[src/rtl/spec_readout_tx_if.sv]
// Bundle between the spectrum readout transmitter and its neighbours.
// It carries two groups of signals:
//   - accumulator RAM read port: rd_en_o, rd_addr_o (requests), rd_data_i
//     (data returned RD_LAT clocks after the request)
//   - host capture stream: y0_o / y0z_o (upper / lower 16 bits of a 32-bit
//     word) qualified by data_valid_o
// Stream semantics: a word is transferred on every clock where
// data_valid_o=1. There is no back-pressure. When data_valid_o=0, y0_o and
// y0z_o are held at 0.
// master = transmitter side, slave = RAM + capture side.
interface spec_readout_tx_if #(
    parameter int ADDR_W = 9,
    parameter int ACC_W  = 48
);
    logic              rd_en_o;
    logic [ADDR_W-1:0] rd_addr_o;
    logic [ACC_W-1:0]  rd_data_i;
    logic [15:0]       y0_o;
    logic [15:0]       y0z_o;
    logic              data_valid_o;

    modport master (
        output rd_en_o, rd_addr_o, y0_o, y0z_o, data_valid_o,
        input  rd_data_i
    );

    modport slave (
        input  rd_en_o, rd_addr_o, y0_o, y0z_o, data_valid_o,
        output rd_data_i
    );
endinterface

[src/rtl/spec_readout_tx.sv]
// Spectrum readout transmitter.
// After each accumulation frame it reads the accumulator RAM from bin 0
// upward. Each bin is right-shifted and saturated to 32 bits. The bins are
// streamed as one word per clock, preceded by a 2-word header:
//   header 0 = {SYNC_HI, SYNC_LO}
//   header 1 = {frame counter, N_POINTS[15:0]}
// Ports:
//   clk_i, rst_i  clock, synchronous active-high reset
//   start_i       frame-complete pulse
//   shift_i       right shift; values above 16 act as 16; sampled with start_i
//   bus           RAM read port and output stream (spec_readout_tx_if.master)
//   busy_o        frame in progress
//   done_o        one-cycle pulse after the last word
//   overrun_o     start_i seen while busy; combinational, same cycle as start_i
//   frame_cnt_o   frames fully transmitted (16-bit, wraps)
//   state_o       current FSM state (IDLE=0, READ=1, DRAIN=2)
// ACC_W must be greater than 32.
module spec_readout_tx #(
    parameter int          N_POINTS = 512,
    parameter int          ADDR_W   = 9,
    parameter int          ACC_W    = 48,
    parameter int          RD_LAT   = 2,
    parameter logic [15:0] SYNC_HI  = 16'hA5A5,
    parameter logic [15:0] SYNC_LO  = 16'h5A5A
) (
    input  logic        clk_i,
    input  logic        rst_i,
    input  logic        start_i,
    input  logic [4:0]  shift_i,
    spec_readout_tx_if.master bus,
    output logic        busy_o,
    output logic        done_o,
    output logic        overrun_o,
    output logic [15:0] frame_cnt_o,
    output logic [1:0]  state_o
);
    typedef enum logic [1:0] {
        IDLE  = 2'd0,
        READ  = 2'd1,
        DRAIN = 2'd2
    } state_t;

    // cnt_q holds the current cycle number within the frame. Cycle 0 is the
    // start_i cycle. The largest value is 65535 + 4 + 2, so 18 bits suffice.
    localparam int CNT_W = 18;
    localparam logic [CNT_W-1:0] LAST_RD = CNT_W'(N_POINTS);
    localparam logic [CNT_W-1:0] HDR0    = CNT_W'(RD_LAT);
    localparam logic [CNT_W-1:0] HDR1    = CNT_W'(RD_LAT + 1);
    localparam logic [CNT_W-1:0] LAST_DV = CNT_W'(RD_LAT + N_POINTS + 1);

    state_t            state_q, state_d;
    logic [CNT_W-1:0]  cnt_q, cnt_d;
    logic [4:0]        shift_q, shift_d;
    logic              rd_en_q, rd_en_d;
    logic [ADDR_W-1:0] rd_addr_q, rd_addr_d;
    logic              dv_q, dv_d;
    logic [31:0]       word_q, word_d;
    logic              busy_q, busy_d;
    logic              done_q, done_d;
    logic [15:0]       frame_cnt_q, frame_cnt_d;
    logic [ACC_W-1:0]  shifted;
    logic [31:0]       sat_word;

    // The shift is latched at start. It is never needed in the start cycle
    // itself, because the first data word comes out at cycle RD_LAT+2 or later.
    always_comb begin
        shifted  = bus.rd_data_i >> shift_q;
        sat_word = (|shifted[ACC_W-1:32]) ? 32'hFFFF_FFFF : shifted[31:0];
    end

    always_comb begin
        state_d     = state_q;
        cnt_d       = cnt_q;
        shift_d     = shift_q;
        done_d      = 1'b0;
        frame_cnt_d = frame_cnt_q + 16'(done_q);

        case (state_q)
            IDLE: begin
                // In the done_o cycle the FSM is already IDLE. A start there
                // still counts as busy and is rejected.
                if (start_i && !done_q) begin
                    state_d = READ;
                    cnt_d   = CNT_W'(1);
                    shift_d = (shift_i > 5'd16) ? 5'd16 : shift_i;
                end
            end
            READ: begin
                cnt_d = cnt_q + CNT_W'(1);
                if (cnt_q == LAST_RD) state_d = DRAIN;
            end
            DRAIN: begin
                cnt_d = cnt_q + CNT_W'(1);
                if (cnt_q == LAST_DV) begin
                    state_d = IDLE;
                    done_d  = 1'b1;
                end
            end
            default: state_d = IDLE;
        endcase

        // All outputs are registered. They are derived from the next cycle number.
        rd_en_d   = (state_d == READ);
        rd_addr_d = rd_en_d ? ADDR_W'(cnt_d - CNT_W'(1)) : rd_addr_q;
        busy_d    = (state_d != IDLE);
        dv_d      = busy_d && (cnt_d >= HDR0);

        word_d = 32'h0;
        if (dv_d) begin
            if (cnt_d == HDR0)      word_d = {SYNC_HI, SYNC_LO};
            else if (cnt_d == HDR1) word_d = {frame_cnt_q, 16'(N_POINTS)};
            else                    word_d = sat_word;
        end
    end

    always_ff @(posedge clk_i) begin
        if (rst_i) begin
            state_q     <= IDLE;
            cnt_q       <= '0;
            shift_q     <= '0;
            rd_en_q     <= 1'b0;
            rd_addr_q   <= '0;
            dv_q        <= 1'b0;
            word_q      <= '0;
            busy_q      <= 1'b0;
            done_q      <= 1'b0;
            frame_cnt_q <= '0;
        end else begin
            state_q     <= state_d;
            cnt_q       <= cnt_d;
            shift_q     <= shift_d;
            rd_en_q     <= rd_en_d;
            rd_addr_q   <= rd_addr_d;
            dv_q        <= dv_d;
            word_q      <= word_d;
            busy_q      <= busy_d;
            done_q      <= done_d;
            frame_cnt_q <= frame_cnt_d;
        end
    end

    assign bus.rd_en_o      = rd_en_q;
    assign bus.rd_addr_o    = rd_addr_q;
    assign bus.data_valid_o = dv_q;
    assign bus.y0_o         = word_q[31:16];
    assign bus.y0z_o        = word_q[15:0];
    assign busy_o           = busy_q;
    assign done_o           = done_q;
    assign frame_cnt_o      = frame_cnt_q;
    assign state_o          = state_q;
    assign overrun_o        = start_i && !rst_i && (busy_q || done_q);
endmodule

[src/flat_wrapper.sv]
// flat-port wrapper written by rule: the top's interface ports become plain ports
module spec_readout_tx_flat 
#(
    parameter int          N_POINTS = 512,
    parameter int          ADDR_W   = 9,
    parameter int          ACC_W    = 48,
    parameter int          RD_LAT   = 2,
    parameter logic [15:0] SYNC_HI  = 16'hA5A5,
    parameter logic [15:0] SYNC_LO  = 16'h5A5A
)
  (clk_i, rst_i, start_i, shift_i, busy_o, done_o, overrun_o, frame_cnt_o, state_o, bus_rd_en_o, bus_rd_addr_o, bus_y0_o, bus_y0z_o, bus_data_valid_o, bus_rd_data_i);
  spec_readout_tx_if #(.ADDR_W(ADDR_W), .ACC_W(ACC_W)) bus_i ();
  input  logic clk_i;
  input  logic rst_i;
  input  logic start_i;
  input  logic [4:0] shift_i;
  output logic busy_o;
  output logic done_o;
  output logic overrun_o;
  output logic [15:0] frame_cnt_o;
  output logic [1:0] state_o;
  output wire logic [$bits(bus_i.rd_en_o)-1:0] bus_rd_en_o;
  output wire logic [$bits(bus_i.rd_addr_o)-1:0] bus_rd_addr_o;
  output wire logic [$bits(bus_i.y0_o)-1:0] bus_y0_o;
  output wire logic [$bits(bus_i.y0z_o)-1:0] bus_y0z_o;
  output wire logic [$bits(bus_i.data_valid_o)-1:0] bus_data_valid_o;
  input wire logic [$bits(bus_i.rd_data_i)-1:0] bus_rd_data_i;
  assign bus_rd_en_o = bus_i.rd_en_o;
  assign bus_rd_addr_o = bus_i.rd_addr_o;
  assign bus_y0_o = bus_i.y0_o;
  assign bus_y0z_o = bus_i.y0z_o;
  assign bus_data_valid_o = bus_i.data_valid_o;
  assign bus_i.rd_data_i = bus_rd_data_i;
  spec_readout_tx #(.N_POINTS(N_POINTS), .ADDR_W(ADDR_W), .ACC_W(ACC_W), .RD_LAT(RD_LAT), .SYNC_HI(SYNC_HI), .SYNC_LO(SYNC_LO)) u_core (.clk_i(clk_i), .rst_i(rst_i), .start_i(start_i), .shift_i(shift_i), .bus(bus_i), .busy_o(busy_o), .done_o(done_o), .overrun_o(overrun_o), .frame_cnt_o(frame_cnt_o), .state_o(state_o));
endmodule
[config.mk]
export PLATFORM = sky130hd
export DESIGN_NAME = spec_readout_tx_flat
export DESIGN_NICKNAME = d
export VERILOG_FILES = /design/src/rtl/spec_readout_tx_if.sv /design/src/rtl/spec_readout_tx.sv /design/src/flat_wrapper.sv
export SDC_FILE = /design/constraint.sdc
export NUM_CORES = 1
export LEC_CHECK = 0
export CORE_MARGIN = 2
export CORE_UTILIZATION = 54
export DETAILED_ROUTE_END_ITERATION = 10
export GPL_TIMING_DRIVEN = 0
export PLACE_DENSITY = 0.91
export SETUP_SLACK_MARGIN = 0.2
export SYNTH_ARGS = -nofsm -noshare
export SYNTH_HDL_FRONTEND = slang
export SYNTH_SLANG_ARGS = --single-unit
[constraint.sdc]
create_clock -name clk_i -period 3.65 [get_ports clk_i]
set_input_delay 0.365 -clock clk_i [delete_from_list [all_inputs] [get_ports clk_i]]
set_output_delay 0.365 -clock clk_i [all_outputs]
set_load 0.005 [all_outputs]
# Word level (Yosys, flattened, before mapping)
# Cells that the tools add are included.
[op_classes]
n_addsub = 3
magnitude_cmp = 2
eq_ne = 7
shift = 1
mux = 11
bitwise = 2
reduce_logical = 16
[ops]
columns = ["op", "count"]
rows = [
  ["$mux 32", 3],
  ["$shr 48x5->48", 1],
  ["$eq 18x10->1 const B", 2],
  ["$eq 18x2->1 const B", 2],
  ["$pmux 18 s2", 1],
  ["$add 18x1->18 const B", 1],
  ["$ge 18x2->1 const B", 1],
  ["$mux 18", 1],
  ["$add 16x1->16", 1],
  ["$reduce_or 16->1", 1],
  ["$sub 9x1->9 const B", 1],
  ["$mux 2", 3],
  ["$pmux 2 s3", 1],
  ["$reduce_or 2->1", 3],
  ["$gt 5x5->1 const B", 1],
  ["$mux 5", 1],
  ["$eq 2x1->1 const B", 2],
  ["$logic_and 1x1->1", 4],
  ["$reduce_or 4->1", 1],
  ["$reduce_or 3->1", 1],
  ["$eq 2x2->1 const B", 1],
  ["$logic_not 1->1", 2],
  ["$logic_not 2->1", 1],
  ["$not 1->1", 2],
  ["4 further kinds", 4],
]
[word_totals]
regBits = 86
out_inout_bits = 64

# Logic depth before layout (Yosys ltp)
[logic_depth]
ltp_word = 8
ltp_mapped = 16

# Worst setup path before layout
# No wires, ideal clock.
[synth_path]
path_type = "reg2reg"
startpoint = "register u_core.state_q[0], in the netlist u_core.state_o[0]"
endpoint = "register u_core.word_q[31]"
setup_time_ns = 0.118
arrival_ns = 2.914
slack_ns = 0.618
path_stages_with_launch = 17
synth_period_minus_slack_ns = 3.032
path_cell_list = "dfxtp_1 inv_1 ha_1 buf_6 clkbuf_8 inv_1 nor2_1 a22oi_1 inv_1 ha_1 o2111a_1 nor4bb_1 buf_2 nand2_2 buf_4 mux2i_1 a21oi_2"
[synth_between]
elab_chain_len = 7
[synth_rtl]
columns = ["element", "line", "text"]
rows = [
  ["from (decl)", "spec_readout_tx.sv:51", "state_t state_q, state_d;"],
  ["from (signal assigned)", "spec_readout_tx.sv:129", "state_q <= state_d;"],
  ["$eq 2x1->1 / $eq 2x2->1 (equally long branches)", "spec_readout_tx.sv:78", "case (state_q)"],
  ["$reduce_or 2->1 (no line)", "n/a", ""],
  ["$pmux 18 s2 *", "spec_readout_tx.sv:78", ""],
  ["net u_core.cnt_d[1]", "spec_readout_tx.sv:52", "logic [CNT_W-1:0] cnt_q, cnt_d;"],
  ["$ge 18x2->1", "spec_readout_tx.sv:106", "dv_d = busy_d && (cnt_d >= HDR0);"],
  ["$logic_and 1x1->1", "spec_readout_tx.sv:106", ""],
  ["$not 1->1 (no line)", "n/a", ""],
  ["$reduce_or 2->1 (no line)", "n/a", ""],
  ["to (signal assigned)", "spec_readout_tx.sv:135", "word_q <= word_d;"],
  ["to (decl)", "spec_readout_tx.sv:57", "logic [31:0] word_q, word_d;"],
]
# Mark *: on every way through the listed nets, which the timed path passes. The rest lies on a longest branch.
# A chain may end at the register's enable or synchronous reset.

# Worst setup path after layout
[layout_path]
startpoint = "register u_core.cnt_q[1]"
endpoint = "register u_core.word_q[16]"
[layout_between]
elab_chain_len = 7
[layout_rtl]
columns = ["element", "line", "text"]
rows = [
  ["from (decl)", "spec_readout_tx.sv:52", ""],
  ["from (signal assigned)", "spec_readout_tx.sv:130", "cnt_q <= cnt_d;"],
  ["branches (longest 7 deep; another with $add 18x1->18)", "n/a", ""],
]
# Parallel ways; which one is timed is not known.

==> metrics.txt <==
GRT overflow 0; # IOs 120; DR WL/cell 19.0 um; synthesized area 6690 um^2; vias in the first global route 6525; Via Count 7035; dpl cells 1085; layout cell share with drive strength beyond 1 14.7%; DRC 0; final wirelength 21.0 mm; crit path cell chain ha_1 > nand3_1 > buf_2 > o211a_1 > a211oi_2 > nand4_1 > nor3_4 > nand4_4 > o31ai_4 > buf_6 > a21oi_2; Layout fillers 916; TritonRoute pass-1 iters 5; top_reg_cell synth dfxtp_1; Clk pin slew, worst setup/hold paths 0.07 ns; Die H 115 um; Slew HR 28.6%; NumNets Final 1000; pin count of the biggest net entering global routing 15; Unique masters post-synth 70; post-route antenna net violation count 0; synthesized net count 866; clock network fraction of total power 37.3%; Psw 820 uW; PortBufs 118; Critical Path End Type flop; RSZ-0062 raised after global routing false; sw frac 29.1%; most frequent cells in the layout clkdlybuf4s50_1, nand2_1, mux2i_1; DR iter-0 viols 784; Final Cycle Share 90.6%; fraction of registers with async set/reset 0%; initial antenna violation count 0; Non-Filler Instances 1105; post-layout minimum cycle time 3.31 ns; number of synthesized flops with an enable pin 0; DP HPWL 15.3 mm; sequential fraction of design power 35.4%; clk buf depth 2; post-synthesis cell count 799; H-tree depth 3; final hold vios 0; Setup Skew 0.00820 ns; PwrDens 330 nW/um^2; clk root buf clkbuf_16; Pint 1990 uW; Peak Freq 0.302 GHz; CTS tree built; Crit path required time 3.88 ns; Die X 115 um; CTS Buf Count 9; final setup fails 0; Setup TNS 0 ns; max-slew violations 0; Comb pwr share 27.3%; first-pass GRT wire length 33.0 mm; Pleak 0.00346 uW; sequential element share of the synthesized area 25.7%; Hold Path Class reg -> reg; Warnings, synthesis 0; per-instance average area after synthesis 8.37 um^2; crit start category flop; Max Cap Violations 0; Arrival @ worst endpoint 3.53 ns; Die ar. 13300 um^2; Antenna Cells 0; maximum vdd drop 347 uV; Max Fanout on Critical Path 10; WS Path Type reg -> reg; gpl congestion 1.00; Rows 40; Worst Tran Pin Value 1.06 ns; Vias per Instance 6.37; total track usage 31.1%; Critical-path top delay cell dfxtp_1; initial core utilization 55.4%; clk_lat worst skew 0.34 ns; status completed; synthesis-to-layout area growth 27.5%; CTS sink count 86; most common cell after layout, fill and taps aside clkdlybuf4s50_1; max incr delay on CP 0.48 ns; Core ar. 12100 um^2; post-synthesis sequential element count 86
==> through the flow <==
step,total power [uW],utilization [%],setup WS [ns],hold slack [ns],cell area [um^2]
after CTS,2790,70.2,0.222,0.506,8470
after global routing,2920,70.7,0.211,0.528,8520
after global placement,1730,67.0,-0.0354,0.483,8080
after detailed placement,1740,67.0,-0.0787,0.483,8080
final,2810,70.7,0.344,0.499,8520
after floorplan,1470,-,0.618,0.479,6690
==> critical path, delay by kind of cell, from the launching register on <==
| kind | cells | cell delay, ns |
|---|---|---|
| AO/OA/AOI/OAI | 4 | 1.10 |
| AND/OR/NAND/NOR | 4 | 0.86 |
| buffers and inverters | 2 | 0.45 |
| adder cells (fa/ha/maj) | 1 | 0.29 |
| flip-flops | 1 | 0.48 |
==> worst paths after layout <==
kind                                              from                                    to  slack, ns  cells after the start
setup reg to reg            u_core.cnt_q[1]$_SDFF_PP0_          u_core.word_q[16]$_SDFF_PP0_       0.34                     11
setup / recovery            u_core.cnt_q[1]$_SDFF_PP0_          u_core.word_q[16]$_SDFF_PP0_       0.34                     11
hold reg to reg   u_core.bus.rd_addr_o[8]$_SDFFE_PP0P_  u_core.bus.rd_addr_o[8]$_SDFFE_PP0P_       0.50                      2
hold / removal    u_core.bus.rd_addr_o[8]$_SDFFE_PP0P_  u_core.bus.rd_addr_o[8]$_SDFFE_PP0P_       0.50                      2
==> area by class of cell <==
cell class	count	area [um^2]	area share, %
plain buffers	66	385	4.52
repair buffers	123	1220	14.3
clock buffers	10	229	2.69
inverters	24	90.1	1.06
multi-input cells	623	4560	53.5
well taps	168	210	2.47
clock inverters	5	108	1.26
flip-flops and latches	86	1720	20.2
==> timing repair <==
action / 4_1_cts / 5_1_grt
buffers inserted: 4 / 1
resized for setup: 5 / 25
setup endpoints to repair: 15 / 26
pin swaps: 2 / 1
cloned: 0 / 0
hold buffers: 0 / 0
==> sequential cells by signal, indices dropped and copies added (netlist names) <==
register / cells
u_core.shift_q: 5
u_core.state_o: 2
u_core.word_q: 32
u_core.bus.rd_addr_o: 9
u_core.frame_cnt_o: 16
u_core.bus.rd_en_o: 1
u_core.done_o: 1
u_core.busy_o: 1
u_core.bus.data_valid_o: 1
u_core.cnt_q: 18
==> power by group through the flow <==
stage	Clock, uW	Sequential [uW]	Combinational, uW
final	1050	996	768
after global routing	1100	1000	821
after CTS	1050	997	736
after detailed placement	0	1020	723
after global placement	0	1020	712
after floorplan	0	1020	452
==> kinds of logic after synthesis <==
logic type / Yosys count / synth area share [%]
simple gates: 277 / 20.7
fa+ha+maj: 11 / 2.06
buf+inv: 90 / 6.87
mux: 135 / 23.8
flops: 86 / 25.7
compound gates: 179 / 18.0
xor+xnor: 21 / 2.75
==> Yosys cell counts (14+ instances only) <==
master / count / area [um^2]
nand2_1: 91 / 342
o21ai_0: 39 / 195
mux2i_1: 94 / 941
clkbuf_1: 30 / 113
a22oi_1: 14 / 105
mux4_2: 17 / 383
nor2_1: 77 / 289
buf_2: 16 / 80.1
dfxtp_1: 86 / 1720
nand3_1: 20 / 100
mux2_2: 24 / 270
inv_1: 22 / 82.6
xor2_1: 16 / 140
a21oi_1: 45 / 225
==> metal layers <==
layer / global-route usage (%) / vias to the layer above / wire length [um]
met5: 0 / - / 0
met4: 12.2 / 0 / 971
met3: 4.96 / 97 / 1760
met2: 54.9 / 476 / 10300
met1: 37.9 / 3280 / 7990
li1: - / 3182 / -
(Power assumes the default switching activity.)
